[src/rtl/fifo_pong_reader_pkg.sv]
// Shared types for the ping-pong FIFO reader: the three-word item carried by the
// upstream FIFO and the reader's word-sequencing states.
package fifo_pong_reader_pkg;

    typedef struct packed {
        logic [31:0] c;
        logic [31:0] b;
        logic [31:0] a;
    } item_t;

    typedef enum logic [1:0] {
        ST_EMPTY  = 2'd0,
        ST_SEND_A = 2'd1,
        ST_SEND_B = 2'd2,
        ST_SEND_C = 2'd3
    } state_t;

endpackage

[src/rtl/fifo_pong_reader_if.sv]
// Handshake bundle between the upstream ping-pong FIFO, the reader and the
// downstream word sink; master is the reader side, slave the surrounding system.
interface fifo_pong_reader_if;
    import fifo_pong_reader_pkg::*;

    item_t       in_first;
    logic        in_first_rdy;
    logic        in_deq_rdy;
    logic        in_deq_ena;
    logic [31:0] out_enq_v;
    logic        out_enq_rdy;
    logic        out_enq_ena;

    modport master (
        input  in_first,
        input  in_first_rdy,
        input  in_deq_rdy,
        input  out_enq_rdy,
        output in_deq_ena,
        output out_enq_v,
        output out_enq_ena
    );

    modport slave (
        output in_first,
        output in_first_rdy,
        output in_deq_rdy,
        output out_enq_rdy,
        input  in_deq_ena,
        input  out_enq_v,
        input  out_enq_ena
    );
endinterface

[src/rtl/fifo_pong_reader.sv]
// Dequeues 96-bit items from a ping-pong FIFO and streams each one downstream as
// three 32-bit words (a, b, c), reloading in the last word's cycle to avoid bubbles.
module fifo_pong_reader
    import fifo_pong_reader_pkg::*;
#(
    parameter int CNT_WIDTH = 16
) (
    input  logic                 CLK,
    input  logic                 nRST,
    fifo_pong_reader_if.master   bus,
    output logic [CNT_WIDTH-1:0] count,
    output logic                 busy
);

    state_t                state_q, state_d;
    item_t                 hold_q, hold_d;
    logic [CNT_WIDTH-1:0]  count_q, count_d;
    logic                  busy_s;
    logic                  xfer_s;
    logic                  load_s;
    logic [31:0]           word_s;

    // Next-state, hold capture, item counter and handshake decode.
    always_comb begin
        state_d = state_q;
        hold_d  = hold_q;
        count_d = count_q;
        busy_s  = (state_q != ST_EMPTY);
        xfer_s  = busy_s & bus.out_enq_rdy;
        // Gated by nRST so no dequeue is signalled while the block is held in reset.
        load_s  = nRST & bus.in_first_rdy & bus.in_deq_rdy &
                  ((state_q == ST_EMPTY) | ((state_q == ST_SEND_C) & bus.out_enq_rdy));

        case (state_q)
            ST_EMPTY: begin
                if (load_s) state_d = ST_SEND_A;
                else        state_d = ST_EMPTY;
            end
            ST_SEND_A: begin
                if (xfer_s) state_d = ST_SEND_B;
                else        state_d = ST_SEND_A;
            end
            ST_SEND_B: begin
                if (xfer_s) state_d = ST_SEND_C;
                else        state_d = ST_SEND_B;
            end
            ST_SEND_C: begin
                if (xfer_s) begin
                    state_d = load_s ? ST_SEND_A : ST_EMPTY;
                    count_d = count_q + {{(CNT_WIDTH-1){1'b0}}, 1'b1};
                end else begin
                    state_d = ST_SEND_C;
                end
            end
            default: state_d = ST_EMPTY;
        endcase

        if (load_s) hold_d = bus.in_first;
        else        hold_d = hold_q;
    end

    // Select the word for the current state straight from registered state.
    always_comb begin
        word_s = 32'd0;
        case (state_q)
            ST_SEND_A: word_s = hold_q.a;
            ST_SEND_B: word_s = hold_q.b;
            ST_SEND_C: word_s = hold_q.c;
            ST_EMPTY:  word_s = 32'd0;
            default:   word_s = 32'd0;
        endcase
    end

    // State, held item and completed-item counter registers.
    always_ff @(posedge CLK or negedge nRST) begin
        if (!nRST) begin
            state_q <= ST_EMPTY;
            hold_q  <= '0;
            count_q <= '0;
        end else begin
            state_q <= state_d;
            hold_q  <= hold_d;
            count_q <= count_d;
        end
    end

    assign bus.in_deq_ena  = load_s;
    assign bus.out_enq_ena = xfer_s;
    assign bus.out_enq_v   = word_s;
    assign count           = count_q;
    assign busy            = busy_s;

endmodule

[src/flat_wrapper.sv]
// flat-port wrapper written by rule: the top's interface ports become plain ports
module fifo_pong_reader_flat import fifo_pong_reader_pkg::*;
#(
    parameter int CNT_WIDTH = 16
)
  (CLK, nRST, count, busy, bus_in_first, bus_in_first_rdy, bus_in_deq_rdy, bus_out_enq_rdy, bus_in_deq_ena, bus_out_enq_v, bus_out_enq_ena);
  fifo_pong_reader_if bus_i ();
  input  logic CLK;
  input  logic nRST;
  output logic [CNT_WIDTH-1:0] count;
  output logic busy;
  input wire logic [$bits(bus_i.in_first)-1:0] bus_in_first;
  input wire logic [$bits(bus_i.in_first_rdy)-1:0] bus_in_first_rdy;
  input wire logic [$bits(bus_i.in_deq_rdy)-1:0] bus_in_deq_rdy;
  input wire logic [$bits(bus_i.out_enq_rdy)-1:0] bus_out_enq_rdy;
  output wire logic [$bits(bus_i.in_deq_ena)-1:0] bus_in_deq_ena;
  output wire logic [$bits(bus_i.out_enq_v)-1:0] bus_out_enq_v;
  output wire logic [$bits(bus_i.out_enq_ena)-1:0] bus_out_enq_ena;
  assign bus_i.in_first = bus_in_first;
  assign bus_i.in_first_rdy = bus_in_first_rdy;
  assign bus_i.in_deq_rdy = bus_in_deq_rdy;
  assign bus_i.out_enq_rdy = bus_out_enq_rdy;
  assign bus_in_deq_ena = bus_i.in_deq_ena;
  assign bus_out_enq_v = bus_i.out_enq_v;
  assign bus_out_enq_ena = bus_i.out_enq_ena;
  fifo_pong_reader #(.CNT_WIDTH(CNT_WIDTH)) u_core (.CLK(CLK), .nRST(nRST), .bus(bus_i), .count(count), .busy(busy));
endmodule
[config.mk]
export PLATFORM = sky130hd
export DESIGN_NAME = fifo_pong_reader_flat
export DESIGN_NICKNAME = d
export VERILOG_FILES = /design/src/rtl/fifo_pong_reader_pkg.sv /design/src/rtl/fifo_pong_reader_if.sv /design/src/rtl/fifo_pong_reader.sv /design/src/flat_wrapper.sv
export SDC_FILE = /design/constraint.sdc
export NUM_CORES = 1
export LEC_CHECK = 0
export CORE_UTILIZATION = 47
export CTS_CLUSTER_SIZE = 16
export DETAILED_ROUTE_END_ITERATION = 7
export PLACE_DENSITY = 0.86
export SYNTH_ARGS = -nofsm -noshare
export SYNTH_HDL_FRONTEND = slang
export SYNTH_SLANG_ARGS = --single-unit
[constraint.sdc]
create_clock -name CLK -period 1.95 [get_ports CLK]
set_input_delay 0.4875 -clock CLK [delete_from_list [all_inputs] [get_ports CLK]]
set_output_delay 0.4875 -clock CLK [all_outputs]
set_load 0.02 [all_outputs]
Yosys cells after proc, flatten, opt, wreduce, memory -nomap -nowiden
Index checks and enable logic that the tools add are counted.
{"block": "word_totals", "word_cells": 24, "out_inout_bits": 51, "input_bits": 101, "register_bits": 114}
{"block": "op_classes", "add_sub_neg": 1, "reduce_logical": 3, "n_mux": 6, "n_eq_ne": 3, "bitwise_logic": 6}
{"cell": "32-bit case mux with 4 select lines", "count": 1}
{"cell": "16-bit by 1-bit adder with 16-bit output, second input constant", "count": 1}
{"cell": "2-bit case mux with 4 select lines", "count": 1}
{"cell": "1-bit bitwise AND", "count": 5}
{"cell": "2-bit equality test, second input constant", "count": 2}
{"cell": "2-bit 2-to-1 mux", "count": 2}
{"cell": "2-bit by 1-bit equality test with 1-bit output, second input constant", "count": 1}
{"cell": "2-bit logical NOT", "count": 1}
{"cell": "1-bit 2-to-1 mux", "count": 2}
{"cell": "2-bit AND reduction", "count": 1}
{"cell": "2-bit nonzero test", "count": 1}
{"cell": "1-bit bitwise OR", "count": 1}

Longest topological paths before layout
{"block": "logic_depth", "depth_word": 7, "mapped_depth": 5, "mapped_depth_nobuf": 5}

Least setup slack after synthesis
No wires, ideal clock.
{"block": "synth_path", "path_kind": "reg2out", "from": "register u_core.state_q[1]", "to": "output port bus_out_enq_v[0]", "t_arrival_ns": 1.384, "setup_slack_ns": 0.079, "stages_incl_launch_ff": 6, "required_time_ns": 1.462, "cell_sequence": "dfrtp_1 buf_2 nor2b_1 clkbuf_1 clkbuf_1 a22o_1"}
{"block": "synth_between", "elab_chain_cells": 2}
{"element": "from (decl)", "line_no": "fifo_pong_reader.sv:15", "source": "state_t state_q, state_d;"}
{"element": "from (signal assigned)", "line_no": "fifo_pong_reader.sv:81", "source": "state_q <= state_d;"}
{"element": "2-bit equality test, or another cell as far along", "line_no": "fifo_pong_reader.sv:65", "source": "case (state_q)"}
{"element": "32-bit case mux with 4 select lines *", "line_no": "fifo_pong_reader.sv:65"}
{"element": "to (decl)", "line_no": "flat_wrapper.sv:17", "source": "output wire logic [$bits(bus_i.out_enq_v)-1:0] bus_out_enq_v;"}
Every way passes the cells marked *; elsewhere a longest branch is shown, timed or not.

Worst setup path after layout
{"block": "layout_path", "from": "register u_core.state_q[0]", "to": "output port bus_out_enq_v[31]"}
Same word-level chain as after synthesis.

==> run_results.csv <==
group,metric,value,unit
run_status,run_status,"finished, violations left",
run_status,failing_checks,"setup timing",
final_layout,num-nets-final,653,
sta,hold_viol,0,
sta,timing.fmax,418,MHz
clock_network,clk_root_buffer_cell,"clkbuf_8",
worst_setup_path,top_cell_family_by_delay_on_the_critical_path,"flip-flops",
synth,avgSynthCellArea,14.4,µm²
sta,slew_viol_final,0,
clock_network,cts_tree,"done",
flow_run,max_cap_viol_count,0,
power,power,13.9,mW
placed_design,io_buffers,151,
drt,route.detailed.vias_per_inst,5.50,
power,cellInternalPower,9.48,mW
sta,timing.final.crit_period,2390,ps
synth,yosys.cell_types.count,27,
synth,synth_fp_nets,453,
synth,synth_top_family_by_area,"multiplexers",
clock_network,clock_tree.buffer_depth,2,
sta,setup-tns-final,-25930,ps
worst_setup_path,reg2reg_setup_slack,-190,ps
global_routing,number_of_global_route_vias_before_repair,4043,
clock_network,cts.reportedPaths.clkPinSlew,60,ps
power,p_leak,3.88,nW
drt,ant_nets,0,
clock_network,cts.htree.levels,4,
final_layout,final_common_cell,"dfrtp_1",
drt,drc_errors,0,
clock_network,ctsHoldBuffers,0,
sta,max-slew-margin-rel,39.8,%
synth,post_synth_inst_count,351,
synth,synth_mux_area_share,28.7,%
worst_setup_path,path_cells,"buf_12, buf_8, mux2_2, a22o_1, buf_6",
synth,synth_simple_gate_area_share,3.56,%
power,seq_power_share,30.0,%
clock_network,number_of_sinks_handled_by_clock_tree_synthesis,114,
clock_network,cts_buffers,17,
worst_setup_path,worst-endpoint-required,1460,ps
global_routing,antenna_found_initial,0,
final_layout,layout.cells.most_common_list,"dfrtp_1 (113), mux2_4 (105), clkdlybuf4s50_1 (99)",
drt,wl_met1,6570,µm
worst_setup_path,cp_data_arrival_time,1910,ps
synth,yosys-top-cells-area,"dfrtp_1 (56%), mux2_2 (22%), mux2_1 (6.4%)",
power,vdd_drop_max,0.000897,V
worst_setup_path,startpoint,"u_core.state_q[0]",
synth,yosys_warnings,0,
sta,setup_violations,131,
floorplanning,start_util,48.9,%
synth,post-synth-top-area-fraction,56.3,%
drt,detailroute.wirelength.met3,990,µm
power,clockPowerShare,22.1,%
floorplanning,core-area,0.0104,mm²
synth,async_reset_ff_share,100,%
power,combinationalPowerShare,47.9,%
synth,synth_ff_type,"dfrtp_1",
drt,drtPass1Iterations,4,
worst_setup_path,rr_startpoint,"u_core.state_q[0]",
power,power.density,1660,mW/mm²
clock_network,worstSkewPairLatency,510,ps
placed_design,gp_congestion,0.755,
worst_setup_path,critical_path.max_stage_delay,430,ps
drt,via_count_of_the_routed_design,3849,
global_routing,grt_max_degree,72,
sta,timing.final.ws_setup,-445,ps
worst_setup_path,critical_path.n_buffers_inverters,3,
worst_hold_path,min_path_type,"input pin to async pin",
placed_design,place_worst_setup_slack,-523,ps
worst_setup_path,timing.critical_path.slowest_stage_cell,"dfrtp_2",
final_layout,antenna_diode_count,0,
synth,netlist_area,0.00507,mm²
drt,routed-wl-met2,8140,µm
worst_setup_path,critical_path_capture_point,"bus_out_enq_v[31]",
floorplanning,die_height,106,µm
drt,routed.top_layer,"met4",
final_layout,final_layout_size_suffix_gt1_share,44.5,%
sta,unrepaired_setup_endpoints_after_global_routing,"true",
synth,synth_adder_area_share,0.247,%
drt,initialDrtViolationCount,253,
floorplanning,floorplan.io_pins,152,
sta,worst_clock_skew,4.21,ps
sta,tightestPinTransition,903,ps
synth,synth_largest_area_cell,"dfrtp_1",
worst_setup_path,worst-path-stages,5,
final_layout,area_growth,65.4,%
synth,synth-edff-count,0,
floorplanning,floorplan.die.width,106,µm
floorplanning,row_count,37,
global_routing,global_route_wire_length_before_repair,20500,µm
global_routing,grt_overflow,0,
synth,synth_xor_xnor_area_share,2.94,%
worst_setup_path,worst_setup_path_start_kind,"flip-flop",
synth,yosysSeqAreaShare,56.3,%
synth,synth_compound_area_share,5.88,%
floorplanning,floorplan.die_area,0.0112,mm²
final_layout,num-fill-cells,551,
worst_setup_path,critical_path.reg2reg.endpoint,"u_core.hold_q[37]",
placed_design,dpl.hpwl,8300,µm
power,power.net_switching,4.47,mW
synth,yosys_register_bits,114,
worst_setup_path,critical_path.max_fanout,7,
worst_setup_path,endpoint_kind,"output port",
drt,route.final.wire_length,16300,µm
worst_setup_path,timing.setup.critical_path_class,"flip-flop to output port",
drt,post_drt_wl_per_cell,23.3,µm
power,net_switching_share_of_the_total_power,32.0,%
worst_setup_path,reg2reg_depth,9,
sta,finalCritPeriodShare,123,%
global_routing,grt.total_usage,24.3,%
-- worst min-delay path by stage --
stage          cells after the start  slack [ps]                 to             start
2_1_floorplan                      0         190    u_core.count[0]              nRST
4_1_cts                            2         230  u_core.hold_q[62]              nRST
6_report                           2         200  u_core.hold_q[94]              nRST
5_1_grt                            2         270  u_core.hold_q[62]              nRST
3_3_place_gp                       1         460   u_core.count[15]  u_core.count[15]
3_5_place_dp                       1         470   u_core.count[15]  u_core.count[15]
-- layer usage --
layer  vias up  track usage [%]
met1      1956             29.5
met3        43             6.56
met4         0             11.1
li1       1669                -
met2       181             40.3
met5         -                0
-- worst reg2reg max path, stage by stage, from the launching register on --
cell and delay (ps):
dfrtp_2 450, buf_6 150, or2_4 250, a21oi_4 230, buf_6 140, buf_6 120, buf_12 140, buf_4 130
buf_8 120, mux2_4 300
-- cell usage after synthesis (2+ instances only) --
library cell and n:
dfrtp_1 114, buf_6 3, nand2_1 8, nand4_1 2
a22o_1 32, mux2_1 29, buf_2 11, clkbuf_1 6
nor2b_1 2, nand3_1 9, nor2_1 4, xor2_1 6
and2_1 2, mux2_2 100, xnor2_1 11
-- flip-flops by register name, summed over array words and instances, names as in the netlist --
register	count
u_core.state_q	2
u_core.count	16
u_core.hold_q	96
-- cells by family after synthesis --
| logic type | count (synthesis) |
|---|---|
| xor+xnor | 17 |
| compound gates | 34 |
| flops | 114 |
| mux | 129 |
| fa+ha+maj | 1 |
| buf+inv | 22 |
| simple gates | 34 |
-- through the flow --
stage / instances / hold WS, ps / utilization (%) / area (µm²)
after floorplan: 351 / 192 / - / 5070
after global placement: 640 / 463 / 66.3 / 6870
after detailed placement: 640 / 468 / 66.3 / 6870
after CTS: 683 / 229 / 73.7 / 7640
after global routing: 700 / 265 / 80.8 / 8380
final: 700 / 201 / 80.8 / 8380
-- cell type report --
cell class              instances  area (µm²)  share of cell area [%]
well taps                     136         170                    2.03
repair buffers                203        2270                    27.0
clock buffers                  21         449                    5.36
flip-flops and latches        114        2850                    34.1
clock inverters                11         135                    1.61
multi-input cells             215        2510                    29.9
-- timing repair --
item,4_1_cts,5_1_grt
pin swaps,5,2
resized for setup,241,119
gates cloned,2,12
buffers inserted,9,6
setup endpoints to repair,92,131
-- power groups by stage --
stage	Clock, mW	Combinational, mW	Sequential, mW
final	3.08	6.68	4.18
after global routing	3.23	6.99	4.26
after CTS	3.08	5.50	4.01
after detailed placement	0	5.02	4.04
after global placement	0	4.93	3.94
after floorplan	0	3.04	3.86
Note: power is estimated with default switching activity, not from simulation.
==> RTL edit, RTL diff (config.mk and constraints unchanged) <==
`CNT_WIDTH` is set to 16 in 2 places; all go to 32.
--- a/src/rtl/fifo_pong_reader.sv
+++ b/src/rtl/fifo_pong_reader.sv
@@ -5,3 +5,3 @@
 #(
-    parameter int CNT_WIDTH = 16
+    parameter int CNT_WIDTH = 32
 ) (
--- a/src/flat_wrapper.sv
+++ b/src/flat_wrapper.sv
@@ -3,3 +3,3 @@
 #(
-    parameter int CNT_WIDTH = 16
+    parameter int CNT_WIDTH = 32
 )
Ports: changed (resized count); port bits go from 152 to 168. No check against the original RTL was run, so the function may have changed too.
==> RTL edit against the unedited design <==
  * Critical path depth grew 1
  * Synthesized area grew 15%
  * Hold slack lost 11 ps
  * The flow still finishes with violations (negative setup slack)
  * Cell area grew 6.3%
  * Register-to-register slack lost 110 ps
  * Largest power group unchanged
  * Setup slack gained 42 ps
  * Power shrank 3.2%
  * Die area grew 14%
  * Via count grew 15%
  * Sequential cell count grew 16
  * Core utilization shrank 6.7 points
  * Routed wire length shrank 6.0%
  * Critical endpoint is now bus_out_enq_v[11]
==> RTL edit: results (changes against the unedited design) <==
status:
  outcome: "finished with violations"
  violations: "negative setup slack"
global_route:
  use_met1_pct: 28.0  # -1.5 points
  grt_pass1_vias: 4651  # +15%
  grt_pass1_wl_mm: 23.7  # +16%
  grt_max_degree: 131  # +82%
  track_usage_pct: 24.3  # +0.045 points
  use_met2_pct: 40.9  # +0.56 points
timing:
  setup_slack_ps: -403  # +42.1 ps
  fin_skew_ps: 5.91  # +1.71 ps
  worst_pin_slew_ps: 734  # -169 ps
  final-setup-viol-count: 123  # -6.1%
  fin_tns_setup_ps: -33480  # -7550 ps
  whs_ps: 190  # -10.6 ps
power:
  p_sw_mw: 4.20  # -6.0%
  comb_power_mw: 6.04  # -9.6%
  peakVddDrop_v: 0.00110  # +23%
  p_leak_nw: 4.20  # +8.2%
  p_int_mw: 9.30  # -1.9%
cells_and_area:
  nFillCells: 773  # +40%
  stdcell_count: 799  # +14%
  final_layout_size_suffix_gt1_share_pct: 39.9  # -4.6 points
clock_network:
  cts_setup_buffers: 13  # +4
  cts_buffers: 17  # unchanged
  cts_resized: 223  # -7.5%
  root_buffer: "clkbuf_16"
worst_setup_path:
  critPathArrivalTime_ps: 1870  # -40 ps
  max_stage_delay_ps: 410  # -20 ps
  rrSetupSlack_ps: -300  # -110 ps
  crit_family: "buffers and inverters"
  reg2reg_to: "u_core.hold_q[45]$_DFFE_PN0P_"
  cp_slowest_cell: "dfrtp_2"
  crit_path_end: "bus_out_enq_v[11]"
drt:
  m1WireLength_mm: 5.89  # -10%
  wl_met2_mm: 7.81  # -4.0%
  drtIter0Drc: 293  # +16%
  dr_wl_met3_mm: 1.26  # +27%
  wl_per_cell_um: 19.2  # -18%
  vias: 4412  # +15%
place:
  dpl_cell_area_mm2: 0.00793  # +15%
  dp_slack_ps: -508  # +14.8 ps
  dp.cells: 744  # +16%
  gp_congestion: 0.768  # +1.7%
  io_buffers: 167  # +11%
  place_hpwl_mm: 9.66  # +16%
logic_synthesis:
  synth-xor-area-share_pct: 4.82  # +1.9 points
  yosys-top-cells-count: "130 x dfrtp_1, 128 x mux2_2, 32 x a22o_1, 19 x xor2_1, 16 x nand2_1"
  synthAdderAreaFrac_pct: 0.215  # -0.032 points
  synth_area_leaders: "dfrtp_1 56%, mux2_2 25%, a22o_1 4.8%, xor2_1 2.9%, xnor2_1 2.0%"
  synth_mux_area_share_pct: 25.0  # -3.7 points
  synth_nets: 527  # +16%
  synth_compound_area_share_pct: 5.14  # -0.73 points
  yosysWarnings: 0  # unchanged
  synthCells: 425  # +21%
[RTL edit: cell count changes after synthesis, moves of 9 or more]
cell,unedited run,this run
dfrtp_1,114,130
mux2_1,29,0
mux2_2,100,128
nor3_1,1,10
xor2_1,6,19
[RTL edit: kinds of logic after synthesis]
kind of cell | count (synthesis)
DFF | 130
and+or+nand+nor | 70
muxes | 129
xor gates and xnor gates | 32
adders and majority gates | 1
buffers and inverters | 29
AOI/OAI and AO/OA | 34
[RTL edit: layout make-up]
| cell class | instances | area [um^2] | share of cell area (%) |
|---|---|---|---|
| repair buffers | 219 | 2280 | 25.6 |
| clock buffers | 28 | 517 | 5.80 |
| clock inverters | 4 | 70.1 | 0.787 |
| multi-input cells | 267 | 2580 | 29.0 |
| well taps | 147 | 184 | 2.07 |
| flip-flops and latches | 130 | 3250 | 36.5 |
| inverters | 4 | 15.0 | 0.169 |
